===== src/rtl/player_hit_pkg.sv =====
// Shared constants and state encoding for the player collision responder.
// Sprite geometry is in scaled pixels; the timer counts video frames.
package player_hit_pkg;

    localparam int RES_V              = 480;
    localparam int PROJ_HEIGHT_SCALED = 8;

    localparam int PLAYER_Y       = 440;
    localparam int PLAYER_W       = 26;
    localparam int PLAYER_H       = 16;
    localparam int PROJ_W         = 2;
    localparam int PROJ_H         = PROJ_HEIGHT_SCALED;
    localparam int INIT_LIVES     = 3;
    localparam int EXPLODE_FRAMES = 60;

    localparam int CW = 10;
    localparam int TW = 6;

    typedef enum logic [2:0] {
        ALIVE = 3'd0,
        CHK1  = 3'd1,
        CHK2  = 3'd2,
        CHK3  = 3'd3,
        HIT   = 3'd4,
        OVER  = 3'd5
    } state_t;

endpackage


===== src/rtl/player_hit_box_overlap.sv =====
// Combinational half-open box overlap between one missile and the player.
// Sums are widened to 11 bits so edge arithmetic never wraps.
module box_overlap
    import player_hit_pkg::*;
(
    input  logic [CW-1:0] px,
    input  logic [CW-1:0] mx,
    input  logic [CW-1:0] my,
    output logic          hit
);

    logic [CW:0] px_e;
    logic [CW:0] mx_e;
    logic [CW:0] my_e;

    assign px_e = {1'b0, px};
    assign mx_e = {1'b0, mx};
    assign my_e = {1'b0, my};

    // All four edge comparisons must hold; touching edges do not count.
    always_comb begin
        hit = (mx_e < px_e + 11'(PLAYER_W))
           && (px_e < mx_e + 11'(PROJ_W))
           && (my_e < 11'(PLAYER_Y + PLAYER_H))
           && (11'(PLAYER_Y) < my_e + 11'(PROJ_H));
    end

endmodule


===== src/rtl/player_hit.sv =====
// Per-frame missile vs player collision check with lives, explosion
// timer and game-over tracking. One shared comparator walks m1..m3.
module player_hit
    import player_hit_pkg::*;
(
    input  logic          clk,
    input  logic          rst,
    input  logic          frame,
    input  logic [CW-1:0] player_x,
    input  logic [CW-1:0] m1_x,
    input  logic [CW-1:0] m1_y,
    input  logic [CW-1:0] m2_x,
    input  logic [CW-1:0] m2_y,
    input  logic [CW-1:0] m3_x,
    input  logic [CW-1:0] m3_y,
    output logic [1:0]    player_collision,
    output logic [1:0]    lives,
    output logic          exploding,
    output logic          game_over
);

    state_t state;
    state_t next_state;

    logic [CW-1:0] snap_px;
    logic [CW-1:0] snap_x [3];
    logic [CW-1:0] snap_y [3];
    logic [TW-1:0] timer;

    logic [CW-1:0] sel_x;
    logic [CW-1:0] sel_y;
    logic [1:0]    chk_idx;
    logic          is_chk;
    logic          hit;
    logic          last_frame;

    box_overlap u_overlap (
        .px  (snap_px),
        .mx  (sel_x),
        .my  (sel_y),
        .hit (hit)
    );

    // Pick the snapshot of the missile being tested in this check state.
    always_comb begin
        sel_x   = '0;
        sel_y   = '0;
        chk_idx = 2'd0;
        is_chk  = 1'b0;
        case (state)
            CHK1: begin
                sel_x   = snap_x[0];
                sel_y   = snap_y[0];
                chk_idx = 2'd1;
                is_chk  = 1'b1;
            end
            CHK2: begin
                sel_x   = snap_x[1];
                sel_y   = snap_y[1];
                chk_idx = 2'd2;
                is_chk  = 1'b1;
            end
            CHK3: begin
                sel_x   = snap_x[2];
                sel_y   = snap_y[2];
                chk_idx = 2'd3;
                is_chk  = 1'b1;
            end
            default: ;
        endcase
    end

    assign last_frame = frame && (timer == TW'(EXPLODE_FRAMES - 1));

    // State register.
    always_ff @(posedge clk or posedge rst) begin
        if (rst) state <= ALIVE;
        else     state <= next_state;
    end

    // Next-state: snapshot, three checks in priority order, explosion, over.
    always_comb begin
        next_state = state;
        case (state)
            ALIVE: if (frame) next_state = CHK1;
            CHK1:  next_state = hit ? HIT : CHK2;
            CHK2:  next_state = hit ? HIT : CHK3;
            CHK3:  next_state = hit ? HIT : ALIVE;
            HIT: begin
                if (last_frame)
                    next_state = (lives == 2'd0) ? OVER : ALIVE;
            end
            OVER:    next_state = OVER;
            default: next_state = ALIVE;
        endcase
    end

    // Outputs derived purely from state.
    always_comb begin
        game_over = (state == OVER);
    end

    // Snapshot, collision pulse, lives, explosion flag and frame timer.
    always_ff @(posedge clk or posedge rst) begin
        if (rst) begin
            snap_px          <= '0;
            snap_x           <= '{default: '0};
            snap_y           <= '{default: '0};
            player_collision <= 2'd0;
            lives            <= 2'(INIT_LIVES);
            exploding        <= 1'b0;
            timer            <= '0;
        end else begin
            player_collision <= 2'd0;
            if (state == ALIVE && frame) begin
                snap_px   <= player_x;
                snap_x[0] <= m1_x;
                snap_y[0] <= m1_y;
                snap_x[1] <= m2_x;
                snap_y[1] <= m2_y;
                snap_x[2] <= m3_x;
                snap_y[2] <= m3_y;
            end
            if (is_chk && hit) begin
                player_collision <= chk_idx;
                if (lives != 2'd0) lives <= lives - 2'd1;
                timer     <= '0;
                exploding <= 1'b1;
            end
            if (state == HIT && frame) begin
                timer <= timer + TW'(1);
                if (last_frame) exploding <= 1'b0;
            end
        end
    end

endmodule


===== config.mk =====
export PLATFORM = sky130hd
export DESIGN_NAME = player_hit
export DESIGN_NICKNAME = d
export VERILOG_FILES = /design/src/rtl/player_hit_pkg.sv /design/src/rtl/player_hit_box_overlap.sv /design/src/rtl/player_hit.sv
export SDC_FILE = /design/constraint.sdc
export NUM_CORES = 1
export LEC_CHECK = 0
export CORE_UTILIZATION = 58
export DETAILED_ROUTE_END_ITERATION = 6
export GPL_ROUTABILITY_DRIVEN = 1
export PLACE_DENSITY = 0.86
export RECOVER_POWER = 50
export SLEW_MARGIN = 20
export SYNTH_ARGS = -nofsm -noshare
export SYNTH_HDL_FRONTEND = slang
export SYNTH_HIERARCHICAL = 1
export SYNTH_SLANG_ARGS = --single-unit

===== constraint.sdc =====
create_clock -name clk -period 12.5 [get_ports clk]
set_clock_uncertainty 0.15 [all_clocks]
set_input_delay 2.5 -clock clk [delete_from_list [all_inputs] [get_ports clk]]
set_output_delay 2.5 -clock clk [all_outputs]
set_load 0.02 [all_outputs]

==> results of run 1 <==
synth_stat cells (4+ instances only):
library cell  instances  area share
buf_2                 5      0.0052
a22oi_1              20       0.031
o21ai_1               5      0.0052
mux2_2               20       0.046
nand4_1               5      0.0065
xnor2_1               7       0.013
inv_1                 6      0.0046
ha_1                 21       0.054
o21ai_0               9      0.0093
and3_1                4      0.0052
mux2_4               70        0.22
nor2_1               30       0.023
a21oi_1               7      0.0072
nand3_1               5      0.0052
dfrtp_1              82        0.42
xor2_1               11       0.020
nand2_1              12      0.0093
buf_12                8       0.033
critical path, stage by stage:
cell           delay (ns)
dlygate4sd3_1        0.55
clkinvlp_2           0.07
clkbuf_1             3.02
power by group through the flow:
stage	Clock [mW]	Sequential (mW)	Combinational (mW)
floorplan	0	0.286	0.0144
global placement	0	0.288	0.0401
detailed placement	0	0.289	0.0417
CTS	0.171	0.284	0.0418
global route	0.182	0.285	0.0443
finish	0.167	0.284	0.0408
cell type report:
class | instances | area (um2) | area share
multi-input cells | 265 | 2500 | 0.437
flip-flops and latches | 84 | 2100 | 0.367
repair buffers | 83 | 815 | 0.142
clock buffers | 12 | 135 | 0.0236
well taps | 102 | 128 | 0.0223
clock inverters | 4 | 26.3 | 0.00458
inverters | 6 | 23.8 | 0.00414
path summary, 6_finish.rpt:
check / from / endpoint / slack (ns)
max reg2reg: state[0] / lives[1] / 7.51
max: rst / snap_px[9] / 5.64
min: timer[5] / timer[5] / 0.34
min reg2reg: timer[5] / timer[5] / 0.34
min in group asynchronous: rst / snap_y[23] / 4.17
max in group clk: state[0] / lives[1] / 7.51
registers in the layout, summed over array words and instances, names as in the netlist:
signal,cells
snap_x,30
snap_y,30
snap_px,10
state,3
timer,6
lives,2
exploding,1
player_collision,2
per-layer routing:
layer	GRT usage	up-vias
li1	-	1510
met1	0.326	1581
met2	0.399	105
met3	0.0488	16
met4	0.0897	0
met5	0	-
logic make-up after synthesis:
| group | share of synthesized area |
|---|---|
| compound gates | 0.0824 |
| xor+xnor | 0.0325 |
| fa+ha+maj | 0.0542 |
| buf+inv | 0.0491 |
| flops | 0.434 |
| mux | 0.263 |
| simple gates | 0.0842 |
metrics by stage:
stage,worst slack (ns),area [um2],hold WS [ns],power [mW]
2_1_floorplan,7.69,4850,0.292,0.301
3_3_place_gp,7.40,5580,0.309,0.328
3_5_place_dp,7.36,5580,0.323,0.330
4_1_cts,7.54,5740,0.333,0.496
5_1_grt,4.70,5740,0.345,0.511
6_report,5.64,5740,0.335,0.491
==> metrics.md, run 1 <==
| Metric | Value |
|---|---|
| Run status | `finished, violations left` |
| Violated checks | `max-capacitance violations, max-slew violations` |
| Number of I/O port buffers | `78` |
| Share of synthesized registers carrying an async set or reset | `1.00` |
| Number of placed I/O pins | `79` |
| Proportion of total power due to net switching | `0.238` |
| Wire length on met3 | `433 um` |
| Antenna violations before repair | `0` |
| Area growth, synth to finish | `18.4%` |
| Finish-stage setup viols | `0` |
| Final Max Tran Viols | `85` |
| End-of-flow core utilization | `0.727` |
| Global-route congestion overflow total | `0` |
| Buffers inserted during post-CTS setup optimization | `0` |
| Cells resized by post-CTS repair | `0` |
| Most frequently used flop master after synthesis | `dfrtp_1` |
| Sequential share of the synthesized area | `0.434` |
| Core Area | `0.00789 mm2` |
| Yosys warnings | `6` |
| Worst Hold Class | `register to register` |
| Number of inserted diodes | `0` |
| Peak Freq | `146 MHz` |
| Internal portion of total power | `374 uW` |
| Final estimated routing congestion in global placement | `0.900` |
| First-pass GRT wire length | `16.5 mm` |
| Number of nets with antenna violations after detailed routing | `0` |
| Starting DRT DRC Count | `138` |
| Post-route non-filler standard cell count | `556` |
| Number of hold violations in the final report | `0` |
| Switching power | `117 uW` |
| Fin crit share | `0.549` |
| TritonCTS clock tree | `built` |
| Final setup TNS | `0 ns` |
| CP Data Required Time | `11.80 ns` |
| Nets in the synthesized netlist | `468` |
| Fill cells | `550` |
| Die X | `93.4 um` |
| Clock transition at the register clock pins on the worst setup and hold paths after CTS | `0.08 ns` |
| IR Drop Worst-Case VDD | `0.0000555 V` |
| Cts bufs inserted | `9` |
| Number of distinct standard cells referenced by the synthesized netlist | `52` |
| Startpoint kind of the worst setup timing path | `input port` |
| Clock latency on the worst-skew pair | `0.35 ns` |
| Die ar. | `0.00872 mm2` |
| Largest buffer count on any clock path | `2` |
| Half-perimeter wire length of the detailed placement result | `7.00 mm` |
| Number of placed instances, taps included | `540` |
| Most common cell after layout, fill and taps aside | `dfrtp_1` |
| Number of cells traversed by the worst register-to-register path | `16` |
| Drt drc | `0` |
| Number of max-cap violations | `1` |
| Critical path data arrival time | `6.17 ns` |
| Critical path peak fanout | `84` |
| Avg Vias per Cell | `5.78` |
| Portion of total power attributed to combinational logic | `0.083` |
| Share of total power in the clock network | `0.339` |
| Avg Inst Size Synth | `13.0 um2` |
| Post-layout net count | `543` |
| Cell depth of the worst min-delay path | `1` |
| Leakage power | `2.53 nW` |
| Average wire per standard cell | `17.9 um` |
| Clock sink total | `84` |
| Pin count of the biggest net entering global routing | `85` |
| Worst setup EP type | `async pin` |
| Number of detailed-route iterations in the first pass | `4` |
| Measured slew at the worst slew-check pin | `4.31 ns` |
| Std-Cell Rows | `32` |
| Startpoint-to-endpoint class of the critical path | `input port to async pin` |
| Overall track demand over capacity in global routing | `0.246` |
| Share of post-route cells with drive strength above 1 | `0.256` |
| Worst slew margin | `-1.87` |
| Total detailed-routing wirelength | `9.95 mm` |
| Most frequent cells in the layout | `82 x dfrtp_1, 74 x clkdlybuf4s50_1, 70 x mux2_4` |
| Clock root cell | `clkbuf_8` |
| Met2 wire length | `4.84 mm` |
| Routed via count | `3212` |
| Highest layer used for signal routing | `met4` |
| Routed metal-1 wire length | `4.49 mm` |
| Height of the die | `93.4 um` |
| Minimum period implied by the final worst setup slack | `6.86 ns` |
| CTS Hold Buffers Added | `0` |
| Setup repair after global routing missed its margin | `false` |
| Clock H-tree levels | `3` |
| Sequential Power Share | `0.578` |
| Initial core utilization | `0.614` |
| Via count of the first global-routing pass | `3254` |
| Number of instances in the synthesized netlist | `374` |
| Power density of the placed cells | `85.7 mW/mm2` |
| Mapped Area | `0.00485 mm2` |
| Synthesis-stage register bit count | `84` |
| Number of flops mapped to enable cells by yosys | `0` |
No activity file was read; power rests on OpenSTA's default activity.
==> run 2, diff against run 1 <==
--- a/config.mk
+++ b/config.mk
@@ -5,10 +5,10 @@
 export SDC_FILE = /design/constraint.sdc
 export NUM_CORES = 1
 export LEC_CHECK = 0
-export CORE_UTILIZATION = 58
+export CORE_UTILIZATION = 49
 export DETAILED_ROUTE_END_ITERATION = 6
 export GPL_ROUTABILITY_DRIVEN = 1
-export PLACE_DENSITY = 0.86
+export PLACE_DENSITY = 0.77
 export RECOVER_POWER = 50
 export SLEW_MARGIN = 20
 export SYNTH_ARGS = -nofsm -noshare
==> constraint.sdc (replaced) <==
create_clock -name clk -period 6.25 [get_ports clk]
set_clock_uncertainty 0.15 [all_clocks]
set_input_delay 1.25 -clock clk [delete_from_list [all_inputs] [get_ports clk]]
set_output_delay 1.25 -clock clk [all_outputs]
set_load 0.02 [all_outputs]
==> metrics.md, run 2 (same netlist as run 1, synthesis figures left out) <==
| Metric | Value |
|---|---|
| Std-Cell Rows | `35` |
| Startpoint kind of the worst setup timing path | `register` |
| Half-perimeter wire length of the detailed placement result | `6.97 mm` |
| Leakage power | `2.56 nW` |
| Critical path peak fanout | `29` |
| Final Max Tran Viols | `85` |
| Slack of the critical path | `1.17 ns` |
| Violated checks | `max-capacitance violations, max-slew violations` |
| R2R Path Start | `state[0]` |
| Initial core utilization | `0.515` |
| Buffers inserted during post-CTS setup optimization | `0` |
| Setup repair after global routing missed its margin | `false` |
| Number of inserted diodes | `0` |
| Most common cell after layout, fill and taps aside | `dfrtp_1` |
| Run status | `finished, violations left` |
| Critical path data arrival time | `5.21 ns` |
| Storage element area | `0.00210 mm2` |
| Worst setup EP type | `register` |
| Area of the multi-input gates | `0.00250 mm2` |
| Final setup TNS | `0 ns` |
| Fin crit share | `0.813` |
| Die X | `101 um` |
| Measured slew at the worst slew-check pin | `3.51 ns` |
| Average wire per standard cell | `16.8 um` |
| Antenna violations before repair | `0` |
| Cell depth of the worst min-delay path | `1` |
| Number of I/O port buffers | `78` |
| CP Data Required Time | `6.38 ns` |
| Via count of the first global-routing pass | `3241` |
| CTS Hold Buffers Added | `0` |
| Total detailed-routing wirelength | `9.76 mm` |
| Minimum period implied by the final worst setup slack | `5.08 ns` |
| Post-route non-filler standard cell count | `581` |
| Worst R2R End | `lives[1]` |
| Cells resized by post-CTS repair | `0` |
| Global-route congestion overflow total | `0` |
| Overall track demand over capacity in global routing | `0.206` |
| Drt drc | `0` |
| Clock latency on the worst-skew pair | `0.34 ns` |
| Share of post-route cells with drive strength above 1 | `0.257` |
| Routed via count | `3165` |
| Number of placed I/O pins | `79` |
| Fill cells | `757` |
| Pin count of the biggest net entering global routing | `85` |
| End point of the most critical hold path | `timer[5]` |
| Number of max-cap violations | `1` |
| Die ar. | `0.0103 mm2` |
| Starting DRT DRC Count | `147` |
| First-pass GRT wire length | `16.2 mm` |
| Power density of the placed cells | `184 mW/mm2` |
| Flop2flop setup slack | `1.17 ns` |
| Area growth, synth to finish | `20.1%` |
| Worst slew margin | `-1.34` |
| Worst Hold Class | `register to register` |
| Clock H-tree levels | `3` |
| Number of hold violations in the final report | `0` |
| IR Drop Worst-Case VDD | `0.0000821 V` |
| Core Area | `0.00942 mm2` |
| TritonCTS clock tree | `built` |
| Number of placed instances, taps included | `566` |
| Largest registers | `snap_x: 30 flops, snap_y: 30 flops, snap_px: 10 flops` |
| Number of cells traversed by the worst register-to-register path | `15` |
| Origin of the worst min-delay path | `timer[5]` |
| Avg Vias per Cell | `5.45` |
| Clock root cell | `clkbuf_8` |
| Peak Freq | `197 MHz` |
| Largest buffer count on any clock path | `2` |
| Total chip power | `1.07 mW` |
| Cts bufs inserted | `9` |
| Startpoint-to-endpoint class of the critical path | `register to register` |
| Height of the die | `101 um` |
| Clock transition at the register clock pins on the worst setup and hold paths after CTS | `0.09 ns` |
| Number of detailed-route iterations in the first pass | `5` |
| Post-layout net count | `542` |
| Final estimated routing congestion in global placement | `0.894` |
| Number of nets with antenna violations after detailed routing | `0` |
| Most frequent cells in the layout | `82 x dfrtp_1, 74 x clkdlybuf4s50_1, 70 x mux2_4` |
| Clock sink total | `84` |
| Finish-stage setup viols | `0` |
| Worst Setup Slack post-DPL | `1.21 ns` |
[run 2: cell types whose count changed in the layout (fill, tap and decap cells not counted), sizes merged]
cell	delta
buf	-1
dlygate4sd2	+1
clkinv	-1
clkinvlp	-1
bufinv	+2
clkbuf	-2
[run 2: critical path, cell delays in order, from the launching register on]
cell	delay, ns
dfrtp_1	0.69
nor2_1	0.73
a22oi_1	0.20
nor2_1	0.33
and4_1	0.32
nand2_1	0.09
xor2_1	0.15
ha_1	0.33
a21o_1	0.17
a21o_2	0.20
a221o_1	0.34
a311oi_1	0.48
nor2b_1	0.32
nor3b_2	0.32
nor2_1	0.08
a21oi_1	0.12
[run 2: how the worst max path moves through the flow]
stage	to	cells after the start	from	slack, ns
3_5_place_dp	lives[1]	15	state[0]	1.21
2_1_floorplan	lives[1]	17	state[1]	2.33
6_report	lives[1]	15	state[0]	1.17
5_1_grt	snap_px[4]	3	rst	0.34
3_3_place_gp	lives[1]	15	state[0]	1.52
4_1_cts	lives[1]	15	state[0]	1.18
[run 2: layer usage]
layer,share of wire,track usage,vias up
met4,0.012,0.0792,0
met1,0.47,0.287,1560
met2,0.48,0.330,85
met3,0.036,0.0255,9
met5,0,0,-
li1,-,-,1511
[run 2: layout make-up]
type | instances | share of cell area
multi-input combinational | 265 | 0.430
timing repair buffer | 82 | 0.140
sequential | 84 | 0.362
clock buffer | 11 | 0.0243
tap | 129 | 0.0277
inverter | 6 | 0.00408
clock inverter | 4 | 0.0127
[run 2: per-stage QoR]
stage,utilization,area [um2],hold WS [ns]
2_1_floorplan,-,4850,0.292
3_3_place_gp,0.595,5600,0.314
3_5_place_dp,0.595,5600,0.314
4_1_cts,0.618,5820,0.330
5_1_grt,0.618,5820,0.374
6_report,0.618,5820,0.331
[run 2: power breakdown]
group	internal, mW	switching, mW
Combinational	0.0520	0.0299
Clock	0.234	0.189
Sequential	0.552	0.0157
Total	0.839	0.235
